## config.mk

```make
export PLATFORM = sky130hd
export DESIGN_NAME = irq_pending_ctrl_flat
export DESIGN_NICKNAME = d
export VERILOG_FILES = /design/src/rtl/irq_pending_ctrl_if.sv /design/src/rtl/irq_pending_ctrl.sv /design/src/flat_wrapper.sv
export SDC_FILE = /design/constraint.sdc
export NUM_CORES = 1
export LEC_CHECK = 0
export ABC_AREA = 0
export BUFFER_PORTS_ARGS = -buffer_cell sky130_fd_sc_hd__clkbuf_2
export CAP_MARGIN = 10
export CORE_UTILIZATION = 47
export CTS_CLUSTER_SIZE = 24
export DETAILED_ROUTE_END_ITERATION = 6
export PLACE_DENSITY_LB_ADDON = 0.12
export REMOVE_ABC_BUFFERS = 1
export SLEW_MARGIN = 20
export SYNTH_ARGS = -nofsm -noshare
export SYNTH_HDL_FRONTEND = slang
export SYNTH_SLANG_ARGS = --single-unit
```

## constraint.sdc

```tcl
create_clock -name clk -period 3.4 [get_ports clk]
set_clock_uncertainty 0.2 [all_clocks]
set_input_delay 0.51 -clock clk [delete_from_list [all_inputs] [get_ports clk]]
set_output_delay 0.51 -clock clk [all_outputs]
set_load 0.05 [all_outputs]
```

## src/rtl/irq_pending_ctrl_if.sv

```systemverilog
// Bus between the interrupt pending controller and its environment
// (request sources, downstream priority encoder and interrupt consumer).
interface irq_pending_ctrl_if;
  logic [7:0] req;
  logic [7:0] mask;
  logic [7:0] enc_a;
  logic [2:0] enc_y;
  logic       enc_valid;
  logic       irq;
  logic [2:0] irq_id;
  logic       ack;
  logic [7:0] pending;

  // Environment side: drives requests, mask, encoder result and acknowledge.
  modport master (
    output req, mask, enc_y, enc_valid, ack,
    input  enc_a, irq, irq_id, pending
  );

  // Controller side.
  modport slave (
    input  req, mask, enc_y, enc_valid, ack,
    output enc_a, irq, irq_id, pending
  );
endinterface

```

## src/rtl/irq_pending_ctrl.sv

```systemverilog
// Edge-triggered interrupt pending register with a three-state issue/ack
// handshake; priority selection is delegated to an external 8-to-3 encoder.
module irq_pending_ctrl (
  input  logic              clk,
  input  logic              rst_n,
  irq_pending_ctrl_if.slave bus
);

  typedef enum logic [1:0] {
    IDLE    = 2'd0,
    ISSUE   = 2'd1,
    RELEASE = 2'd2
  } state_e;

  state_e     state_q, state_d;
  logic [7:0] req_q;
  logic [7:0] pending_q, pending_d;
  logic       irq_q, irq_d;
  logic [2:0] irq_id_q, irq_id_d;
  logic [7:0] rise;
  logic [7:0] clr;

  // NOTE: every variable gets a default at the top of always_comb so no
  // path leaves it unassigned, which would otherwise infer a latch.
  always_comb begin
    rise     = bus.req & ~req_q;
    clr      = 8'h00;
    state_d  = state_q;
    irq_d    = irq_q;
    irq_id_d = irq_id_q;

    case (state_q)
      IDLE: begin
        if (bus.enc_valid) begin
          irq_d    = 1'b1;
          irq_id_d = bus.enc_y;
          state_d  = ISSUE;
        end else begin
          irq_d = 1'b0;
        end
      end
      ISSUE: begin
        // irq_id stays frozen here, even if a higher-priority bit arrives.
        if (bus.ack) begin
          clr     = 8'h01 << irq_id_q;
          irq_d   = 1'b0;
          state_d = RELEASE;
        end
      end
      RELEASE: begin
        irq_d = 1'b0;
        if (!bus.ack) state_d = IDLE;
      end
      default: begin
        irq_d   = 1'b0;
        state_d = IDLE;
      end
    endcase

    // A new rise on the bit being cleared takes precedence.
    pending_d = (pending_q & ~clr) | rise;
  end

  // NOTE: sequential state uses non-blocking assignments so all flops
  // sample the pre-edge values regardless of statement order.
  always_ff @(posedge clk or negedge rst_n) begin
    if (!rst_n) begin
      state_q   <= IDLE;
      req_q     <= 8'h00;
      pending_q <= 8'h00;
      irq_q     <= 1'b0;
      irq_id_q  <= 3'd0;
    end else begin
      state_q   <= state_d;
      req_q     <= bus.req;
      pending_q <= pending_d;
      irq_q     <= irq_d;
      irq_id_q  <= irq_id_d;
    end
  end

  assign bus.enc_a   = pending_q & bus.mask;
  assign bus.irq     = irq_q;
  assign bus.irq_id  = irq_id_q;
  assign bus.pending = pending_q;

endmodule

```

## src/flat_wrapper.sv

```systemverilog
// flat-port wrapper written by rule: the top's interface ports become plain ports
module irq_pending_ctrl_flat 
  (clk, rst_n, bus_req, bus_mask, bus_enc_y, bus_enc_valid, bus_ack, bus_enc_a, bus_irq, bus_irq_id, bus_pending);
  irq_pending_ctrl_if bus_i ();
  input  logic clk;
  input  logic rst_n;
  input wire logic [$bits(bus_i.req)-1:0] bus_req;
  input wire logic [$bits(bus_i.mask)-1:0] bus_mask;
  input wire logic [$bits(bus_i.enc_y)-1:0] bus_enc_y;
  input wire logic [$bits(bus_i.enc_valid)-1:0] bus_enc_valid;
  input wire logic [$bits(bus_i.ack)-1:0] bus_ack;
  output wire logic [$bits(bus_i.enc_a)-1:0] bus_enc_a;
  output wire logic [$bits(bus_i.irq)-1:0] bus_irq;
  output wire logic [$bits(bus_i.irq_id)-1:0] bus_irq_id;
  output wire logic [$bits(bus_i.pending)-1:0] bus_pending;
  assign bus_i.req = bus_req;
  assign bus_i.mask = bus_mask;
  assign bus_i.enc_y = bus_enc_y;
  assign bus_i.enc_valid = bus_enc_valid;
  assign bus_i.ack = bus_ack;
  assign bus_enc_a = bus_i.enc_a;
  assign bus_irq = bus_i.irq;
  assign bus_irq_id = bus_i.irq_id;
  assign bus_pending = bus_i.pending;
  irq_pending_ctrl u_core (.clk(clk), .rst_n(rst_n), .bus(bus_i));
endmodule
```

==> results of run 1 <==
==> worst min-delay path by stage <==
stage,start,cells past startpoint,to
finish,bus_req[4],1,u_core.req_q[4]$_DFF_PN0_
global route,bus_req[7],1,u_core.req_q[7]$_DFF_PN0_
CTS,bus_req[7],1,u_core.req_q[7]$_DFF_PN0_
detailed placement,u_core.req_q[4]$_DFF_PN0_,1,u_core.bus.pending[4]$_DFF_PN0_
global placement,u_core.req_q[4]$_DFF_PN0_,1,u_core.bus.pending[4]$_DFF_PN0_
floorplan,rst_n,0,u_core.bus.irq$_DFFE_PN0P_
==> metal layers <==
metal  track usage [%]  part of all wire, %  up-vias  routed length, um
li1                  -                    -      330                  -
met1              20.0                   40      314                637
met2              31.5                   54       20                865
met3              2.40                  4.9        2                 78
met4              9.09                 0.75        0                 12
met5                 0                    0        -                  0
==> Yosys cell counts, drive strengths merged <==
cell type and number:
nand2b 4, mux2 3, o21ai 14, a21oi 2, nand2 1, nand4b 1
nand3b 1, xor2 1, inv 8, dfrtp 22, o31ai 2, nor2 1
nand4bb 1, and2 9
==> state kept, by name, indices dropped and copies added (netlist names) <==
name,count
u_core.bus.pending,8
u_core.req_q,8
u_core.state_q,2
u_core.bus.irq,1
u_core.bus.irq_id,3
==> report_power, final <==
part           switching [mW]  total (mW)  internal (mW)
clock network          0.0731       0.138         0.0652
logic                   0.316       0.454          0.138
registers              0.0712       0.396          0.325
==> cell usage in the layout (no fill, tap or decap), drive strengths merged, types with 2 or more instances in the layout <==
cell type and n:
and2 9, mux2 3, o31ai 2, clkbuf 46, inv 8, a21oi 2
dfrtp 22, o21ai 14, nand2b 4
==> cell families after synthesis <==
family | share of synthesized area, %
simple gates | 15.3
mux | 5.23
buf+inv | 3.49
flops | 64.0
xor+xnor | 1.02
compound gates | 11.0
==> through the flow <==
stage	instance area (um2)	cells	total power [mW]	util (%)	worst slack, ns
6_report	1150	142	0.989	66.5	1.59
5_1_grt	1150	142	1.05	66.5	1.51
4_1_cts	1150	142	1.00	66.5	1.57
3_5_place_dp	1100	137	0.859	63.8	1.72
3_3_place_gp	1100	137	0.849	63.8	1.74
2_1_floorplan	861	70	0.742	-	1.57
==> layout make-up <==
type                       count  area, um2
sequential                    22        551
tap                           25       31.3
timing repair buffer          43        220
fill                         155        578
clock buffer                   4       36.3
inverter                       8       30.0
multi-input combinational     40        280
==> repair_timing <==
item	CTS	global route
hold buffers	1	0
gates resized for setup	0	0
hold endpoints to repair	22	0
==> out/results.txt, run 1 <==
Synth cell types -> 16
Total GRT Usage -> 17.4%
crit path launch type -> register
critical path arrival -> 1.10 ns
Area contributors post-synth -> dfrtp_1, and2_1, o21ai_0
CTS Buffer Depth -> 2
Post-CTS Setup Bufs -> 0
worst min-delay path class -> primary input to register
clk root buf -> clkbuf_4
crit-path cells -> clkbuf_2
CP max stage delay -> 0.48 ns
Fin. Hold Viols -> 0
Register-to-Register Setup Slack -> 1.92 ns
Ys Warns -> 0
initial antenna violation count -> 0
Routed WL per cell -> 11.2 um
crit-path max FO -> 7
area share of the leading cell type in the synthesized netlist -> 64.0%
Initial Util -> 49.9%
FF-to-FF path depth -> 3
post-synthesis cell count -> 70
vias -> 666
chip height -> 44.8 um
Tmin final -> 1.81 ns
CTS tree -> yes
setup_tns -> 0 ns
H-tree levels -> 1
vias per cell -> 4.69
first-pass GRT wire length -> 2450 um
Post-DP HPWL -> 1220 um
Worst Setup EP -> bus_irq_id[0]
Mapped Area -> 861 um2
Antenna Diode Count -> 0
Placer Congestion -> 0.653
fin nets -> 141
Core Region -> 1730 um2
die width -> 44.8 um
VDD IR max -> 0.540 mV
vias in the first global route -> 585
P per Cell Area -> 861 nW/um2
Least-Margin Pin Slew -> 0.535 ns
critical path startpoint -> u_core.bus.irq_id[0]$_DFFE_PN0P_
number of DRC markers in iteration 0 -> 2
drt pass-1 iters -> 3
Crit Path Category -> register to output pin
die area -> 2010 um2
GRT Residual Overflow -> 0
Ports -> 43
RSZ-0062 raised after global routing -> false
status -> finished, final reports clean
area delta synth->final -> 33.4%
Synth Area per Inst -> 12.3 um2
Hold Slack -> 0.123 ns
CP Depth -> 1
final setup vio count -> 0
clock insertion delay at the later pin of the skew report -> 0.30 ns
Reg-to-Reg Start -> u_core.state_q[1]$_DFFE_PN0P_
Fmax achieved -> 0.552 GHz
layout cells sized above 1 -> 43.6%
total CTS buffers -> 3
CTS sink count -> 22
Yosys reg bits -> 22
worst path bufs/invs -> 1
drt drc -> 0
largest net degree at the start of global routing -> 23
post-synth top area cell -> dfrtp_1
Clock transition at path regs -> 0.12 ns
Slew Limit Fails -> 0
sequential-to-total area share from yosys stat -> 64.0%
port bufs -> 42
relative slew slack -> 64.4%
crit-path leading delay family -> flip-flops
RR Endpoint -> u_core.bus.pending[0]$_DFF_PN0_
Slowest cell on crit path -> dfrtp_1
site row count -> 15
Final ANT Viol Nets -> 0
Worst setup EP type -> output pin
Max Cap Viol -> 0
Tcrit/Tclk final -> 53.3%
CP required -> 2.69 ns
final wirelength -> 1590 um
static leakage -> 0.572 nW
Note: power is estimated with default switching activity, not from simulation.
==> run 2, diff against run 1 <==
--- a/config.mk
+++ b/config.mk
@@ -5,10 +5,10 @@
 export SDC_FILE = /design/constraint.sdc
 export NUM_CORES = 1
 export LEC_CHECK = 0
-export ABC_AREA = 0
+export ABC_AREA = 1
 export BUFFER_PORTS_ARGS = -buffer_cell sky130_fd_sc_hd__clkbuf_2
 export CAP_MARGIN = 10
-export CORE_UTILIZATION = 47
+export CORE_UTILIZATION = 40
 export CTS_CLUSTER_SIZE = 24
 export DETAILED_ROUTE_END_ITERATION = 6
 export PLACE_DENSITY_LB_ADDON = 0.12
==> constraint.sdc (replaced) <==
create_clock -name clk -period 1.53 [get_ports clk]
set_clock_uncertainty 0.2 [all_clocks]
set_input_delay 0.2295 -clock clk [delete_from_list [all_inputs] [get_ports clk]]
set_output_delay 0.2295 -clock clk [all_outputs]
set_load 0.05 [all_outputs]
==> run 2 against run 1 <==
Effect of this change: cell count grew 36%; power grew 110%; global-route usage shrank 1.3 points; design area grew 15%; register-to-register slack lost 1.6 ns; first-iteration DRC count grew to 4.0 times the previous value; largest power group unchanged; highest routed layer unchanged.
==> out/results.txt, run 2 <==
Reg-to-Reg Start -> u_core.state_q[1]$_DFFE_PN0P_
Finished Cell Area -> 1330 um2 (+15%)
Async S/R FF share, synth -> 100% (unchanged)
Core Region -> 2020 um2 (+17%)
drt drc -> 0 (unchanged)
CP required -> 1.10 ns (-1.59 ns)
RSZ-0062 raised after global routing -> false
Mapped Area -> 893 um2 (+3.8%)
critical path startpoint -> u_core.bus.irq_id[0]$_DFFE_PN0P_
crit-path max FO -> 5 (-2)
Total GRT Usage -> 16.2% (-1.3 points)
number of DRC markers in iteration 0 -> 8 (+6)
status -> finished, final reports clean
vias in the first global route -> 791 (+35%)
area delta synth->final -> 48.5%
setup_tns -> 0 ns (unchanged)
Initial Util -> 44.2% (-5.7 points)
worst path bufs/invs -> 1 (unchanged)
clk root buf -> clkbuf_4
layout cells sized above 1 -> 29.5% (-14 points)
most frequent cell after synthesis -> nand2_1
die area -> 2430 um2 (+21%)
critical path arrival -> 1.04 ns (-0.06 ns)
Post-DP HPWL -> 1340 um (+10%)
P per Cell Area -> 1570 nW/um2 (+83%)
sequential-to-total area share from yosys stat -> 61.6% (-2.3 points)
static leakage -> 0.779 nW (+36%)
fin nets -> 190 (+35%)
GRT Residual Overflow -> 0 (unchanged)
total CTS buffers -> 3 (unchanged)
initial antenna violation count -> 0 (unchanged)
post-synthesis cell count -> 106 (+51%)
clock insertion delay at the later pin of the skew report -> 0.30 ns (about the same)
CTS tree -> yes
Synth Area per Inst -> 8.43 um2 (-31%)
first-pass GRT wire length -> 2980 um (+22%)
crit-path leading delay family -> flip-flops
Top FF cell, synth -> dfrtp_1
Max Cap Viol -> 0 (unchanged)
CP max stage delay -> 0.44 ns (-0.04 ns)
Ys Warns -> 0 (unchanged)
total design power -> 2.09 mW (+110%)
Slowest cell on crit path -> dfrtp_1
chip height -> 49.3 um (+10%)
Commonest cells post-synth -> nand2_1, dfrtp_1, inv_1
Fmax achieved -> 0.681 GHz
part of the power in registers -> 39.2% (-0.8 points)
Crit Path Category -> register to output pin
Final ANT Viol Nets -> 0 (unchanged)
site row count -> 16 (+1)
port bufs -> 42 (unchanged)
drt pass-1 iters -> 4 (+1)
Slew Limit Fails -> 0 (unchanged)
Ports -> 43 (unchanged)
H-tree levels -> 1 (unchanged)
Clock transition at path regs -> 0.12 ns (about the same)
Tcrit/Tclk final -> 95.9%
switching share of power -> 47.9% (+1.3 points)
VDD IR max -> 1.02 mV (+89%)
Fin. Hold Viols -> 0 (unchanged)
Tmin final -> 1.47 ns
final setup vio count -> 0 (unchanged)
relative slew slack -> 65.1% (+0.71 points)
CTS Buffer Depth -> 2 (unchanged)
final wirelength -> 1760 um (+11%)
crit-path cells -> clkbuf_2
DP Cell Count -> 175 (+28%)
EDFF count, synth -> 0 (unchanged)
post-synth top area cell -> dfrtp_1
area share of the leading cell type in the synthesized netlist -> 61.6% (-2.3 points)
Synth cell types -> 10 (-6)
Psw -> 0.999 mW (+120%)
vias -> 824 (+24%)
worst min-delay path class -> primary input to asynchronous set/reset pin
vias per cell -> 4.27 (-9.0%)
Least-Margin Pin Slew -> 0.524 ns (-0.0107 ns)
most frequent cells in the layout -> nand2_1, clkbuf_2, dfrtp_1
Clock Power Share -> 14.9% (+0.9 points)
Register-to-Register Setup Slack -> 0.31 ns (-1.61 ns)
Antenna Diode Count -> 0 (unchanged)
most common cell after layout, fill and taps aside -> nand2_1
Non-Filler Instances -> 193 (+36%)
CTS sink count -> 22 (unchanged)
crit path launch type -> register
Routed WL per cell -> 9.12 um (-19%)
placed instance area -> 1140 um2 (+3.2%)
die width -> 49.3 um (+10%)
Area contributors post-synth -> dfrtp_1, nand2_1, inv_1
Worst setup EP type -> output pin
Int Pwr -> 1.09 mW (+110%)
power share of the combinational group -> 45.9% (about the same)
Yosys reg bits -> 22 (unchanged)
Placer Congestion -> 0.728 (+11%)
largest net degree at the start of global routing -> 23 (unchanged)
-- run 2: power groups by stage --
stage,logic (mW),registers [mW],clock network (mW)
after CTS,0.954,0.818,0.326
after detailed placement,0.925,0.831,0
after global routing,1.02,0.834,0.349
final,0.957,0.817,0.311
after global placement,0.910,0.826,0
after floorplan,0.373,1.14,0
-- run 2: cells by family after synthesis --
logic type,share of synthesized area [%]
flip-flops,61.6
AO/OA/AOI/OAI,2.24
buffers and inverters,9.24
AND/OR/NAND/NOR,26.9
-- run 2: per-layer routing --
layer  part of all wire, %  up-vias  global-route usage (%)
li1                      -      434                       -
met1                    47      364                    18.3
met2                    48       24                    29.2
met3                   4.9        2                    3.74
met4                  0.45        0                    5.88
met5                     0        -                       0
-- run 2: worst paths after layout --
check / endpoint / cells after the start
min in group clk: u_core.bus.pending[4]$_DFF_PN0_ / 3
worst max register to register: u_core.bus.pending[0]$_DFF_PN0_ / 4
max in group asynchronous: u_core.req_q[3]$_DFF_PN0_ / 2
worst min-delay path: u_core.req_q[6]$_DFF_PN0_ / 2
worst max-delay path: bus_irq_id[0] / 1
worst min register to register: u_core.bus.pending[4]$_DFF_PN0_ / 3
-- run 2: final cells by class --
class	instances	area, um2
Multi-Input combinational cell	62	260
Inverter	22	82.6
Clock buffer	4	36.3
Sequential cell	22	551
Tap cell	27	33.8
Fill cell	185	696
Timing Repair Buffer	56	363
-- run 2: timing repair --
| action | in CTS | in global routing |
|---|---|---|
| endpoints found under the hold margin | 42 | 0 |
| hold buffers | 14 | 0 |
| setup endpoints to repair | 0 | 9 |
| resized for setup | 0 | 14 |
| setup buffers | 0 | 0 |
-- run 2: stage by stage --
| step | setup WS, ns | utilization (%) | hold WS (ns) |
|---|---|---|---|
| after floorplan | 0.0644 | - | -0.266 |
| after global placement | 0.362 | 56.3 | 0.0318 |
| after detailed placement | 0.320 | 56.3 | 0.0316 |
| after CTS | 0.00771 | 65.0 | 0.228 |
| after global routing | 0.00384 | 65.6 | 0.264 |
| final | 0.0621 | 65.6 | 0.216 |
==> run 3, diff against run 2 <==
==> constraint.sdc (replaced) <==
create_clock -name clk -period 1.53 [get_ports clk]
set_clock_uncertainty 0.2 [all_clocks]
set_input_delay 0.0765 -clock clk [delete_from_list [all_inputs] [get_ports clk]]
set_output_delay 0.0765 -clock clk [all_outputs]
set_load 0.05 [all_outputs]
==> run 3 against run 2 <==
Effect of this change: clock power about the same; cell count unchanged; first-iteration DRC count unchanged; worst setup slack better by 0.13 ns; die area unchanged; maximum frequency up 10%; via count unchanged; critical path type unchanged; critical endpoint is now bus_enc_a[7].
==> out/results.txt, run 3 (synthesized netlist as in run 2, its figures left out) <==
CTS Buffer Depth -> 2 (unchanged)
Slowest cell on crit path -> dfrtp_1
crit-path max FO -> 3 (-2)
initial antenna violation count -> 0 (unchanged)
Slew Limit Fails -> 0 (unchanged)
crit-path cells -> nand2_1 > inv_1 > clkbuf_2
CP required -> 1.25 ns (+0.15 ns)
crit path launch type -> register
most frequent cells in the layout -> clkbuf_2, nand2_1, dfrtp_1
largest net degree at the start of global routing -> 23 (unchanged)
total CTS buffers -> 3 (unchanged)
CP max stage delay -> 0.39 ns (-0.05 ns)
static leakage -> 0.777 nW (-0.15%)
final core utilization -> 65.0% (-0.62 points)
clock insertion delay at the later pin of the skew report -> 0.30 ns (about the same)
Tmin final -> 1.33 ns (-0.134 ns)
site row count -> 16 (unchanged)
vias -> 824 (unchanged)
most common cell after layout, fill and taps aside -> clkbuf_2
Final ANT Viol Nets -> 0 (unchanged)
vias in the first global route -> 791 (unchanged)
drt drc -> 0 (unchanged)
Ports -> 43 (unchanged)
area delta synth->final -> 47.1%
VDD IR max -> 1.02 mV (-0.13%)
clk root buf -> clkbuf_4
worst min-delay path class -> primary input to asynchronous set/reset pin
Max Cap Viol -> 0 (unchanged)
CTS sink count -> 22 (unchanged)
Place WS -> 0.320 ns (unchanged)
die width -> 49.3 um (unchanged)
final setup vio count -> 0 (unchanged)
RSZ-0062 raised after global routing -> false
port bufs -> 42 (unchanged)
fin nets -> 190 (unchanged)
die area -> 2430 um2 (unchanged)
first-pass GRT wire length -> 2980 um (unchanged)
Worst setup EP type -> output pin
chip height -> 49.3 um (unchanged)
drt pass-1 iters -> 4 (unchanged)
Core Region -> 2020 um2 (unchanged)
layout cells sized above 1 -> 29.5% (unchanged)
Fin. Hold Viols -> 0 (unchanged)
P per Cell Area -> 1580 nW/um2 (+0.44%)
setup_tns -> 0 ns (unchanged)
Routed WL per cell -> 9.11 um (-0.11%)
worst path bufs/invs -> 2 (+1)
final wirelength -> 1760 um (-0.11%)
Post-CTS Resized -> 0 (unchanged)
Post-DP HPWL -> 1340 um (unchanged)
GRT Residual Overflow -> 0 (unchanged)
Least-Margin Pin Slew -> 0.524 ns (+0.0000647 ns)
Initial Util -> 44.2% (unchanged)
Clock transition at path regs -> 0.12 ns (about the same)
crit-path leading delay family -> flip-flops
Total GRT Usage -> 16.2% (unchanged)
CTS tree -> yes
critical path arrival -> 1.06 ns (+0.02 ns)
vias per cell -> 4.27 (unchanged)
Fmax achieved -> 0.749 GHz (+10%)
fin worst setup slack -> 0.196 ns (+0.134 ns)
relative slew slack -> 65.1% (about the same)
Antenna Diode Count -> 0 (unchanged)
status -> finished, final reports clean
Placer Congestion -> 0.728 (unchanged)
H-tree levels -> 1 (unchanged)
number of DRC markers in iteration 0 -> 8 (unchanged)
Tcrit/Tclk final -> 87.2% (-8.7 points)
Crit Path Category -> register to output pin
[run 3: routing by layer]
metal / wire, um / GRT usage (%) / vias to the layer above / part of all wire (%)
met4: 8 / 5.88 / 0 / 0.46
met3: 87 / 3.74 / 2 / 4.9
met5: 0 / 0 / - / 0
met2: 842 / 29.2 / 24 / 48
li1: - / - / 434 / -
met1: 820 / 18.3 / 364 / 47
[run 3: cell type report]
| cell class | count | area, um2 |
|---|---|---|
| Sequential cell | 22 | 551 |
| Tap cell | 27 | 33.8 |
| Clock buffer | 4 | 36.3 |
| Multi-Input combinational cell | 62 | 260 |
| Timing Repair Buffer | 56 | 350 |
| Fill cell | 188 | 708 |
| Inverter | 22 | 82.6 |
[run 3: what timing repair did]
| item | 4_1_cts | 5_1_grt |
|---|---|---|
| hold endpoints to repair | 44 | 0 |
| buffers inserted | 0 | 0 |
| setup endpoints to repair | 0 | 0 |
| hold buffers | 14 | 0 |
[run 3: final timing paths]
path                                                 start                         endpoint  slack [ns]  cells after the start
min in group clk                                bus_req[0]        u_core.req_q[0]$_DFF_PN0_        0.22                      2
min reg2reg                      u_core.req_q[4]$_DFF_PN0_  u_core.bus.pending[4]$_DFF_PN0_        0.28                      3
max reg2reg                  u_core.state_q[1]$_DFFE_PN0P_  u_core.bus.pending[0]$_DFF_PN0_        0.31                      4
min                                                  rst_n        u_core.req_q[6]$_DFF_PN0_        0.06                      2
max                        u_core.bus.pending[7]$_DFF_PN0_                     bus_enc_a[7]        0.20                      3
max in group asynchronous                            rst_n        u_core.req_q[3]$_DFF_PN0_        0.72                      2
[run 3: worst reg2reg max path: stages (launching register included)]
cell     delay, ns
dfrtp_1       0.45
nor2_4        0.23
nand3_1       0.12
nand2_1       0.08
nand2_1       0.04
[run 3: where the power goes]
part,total (mW),internal (mW),switching [mW],leakage (nW)
sequential,0.818,0.703,0.115,0.238
combinational,0.946,0.226,0.720,0.519
clock,0.310,0.145,0.165,0.0210
total,2.07,1.07,1.00,0.777
[run 3: metrics by stage]
stage | total power [mW] | hold slack, ns | instance area (um2) | instances
3_3_place_gp | 1.74 | -0.121 | 1140 | 175
3_5_place_dp | 1.76 | -0.121 | 1140 | 175
4_1_cts | 2.10 | 0.0749 | 1310 | 193
5_1_grt | 2.20 | 0.111 | 1310 | 193
2_1_floorplan | 1.51 | -0.419 | 893 | 106
6_report | 2.07 | 0.0627 | 1310 | 193
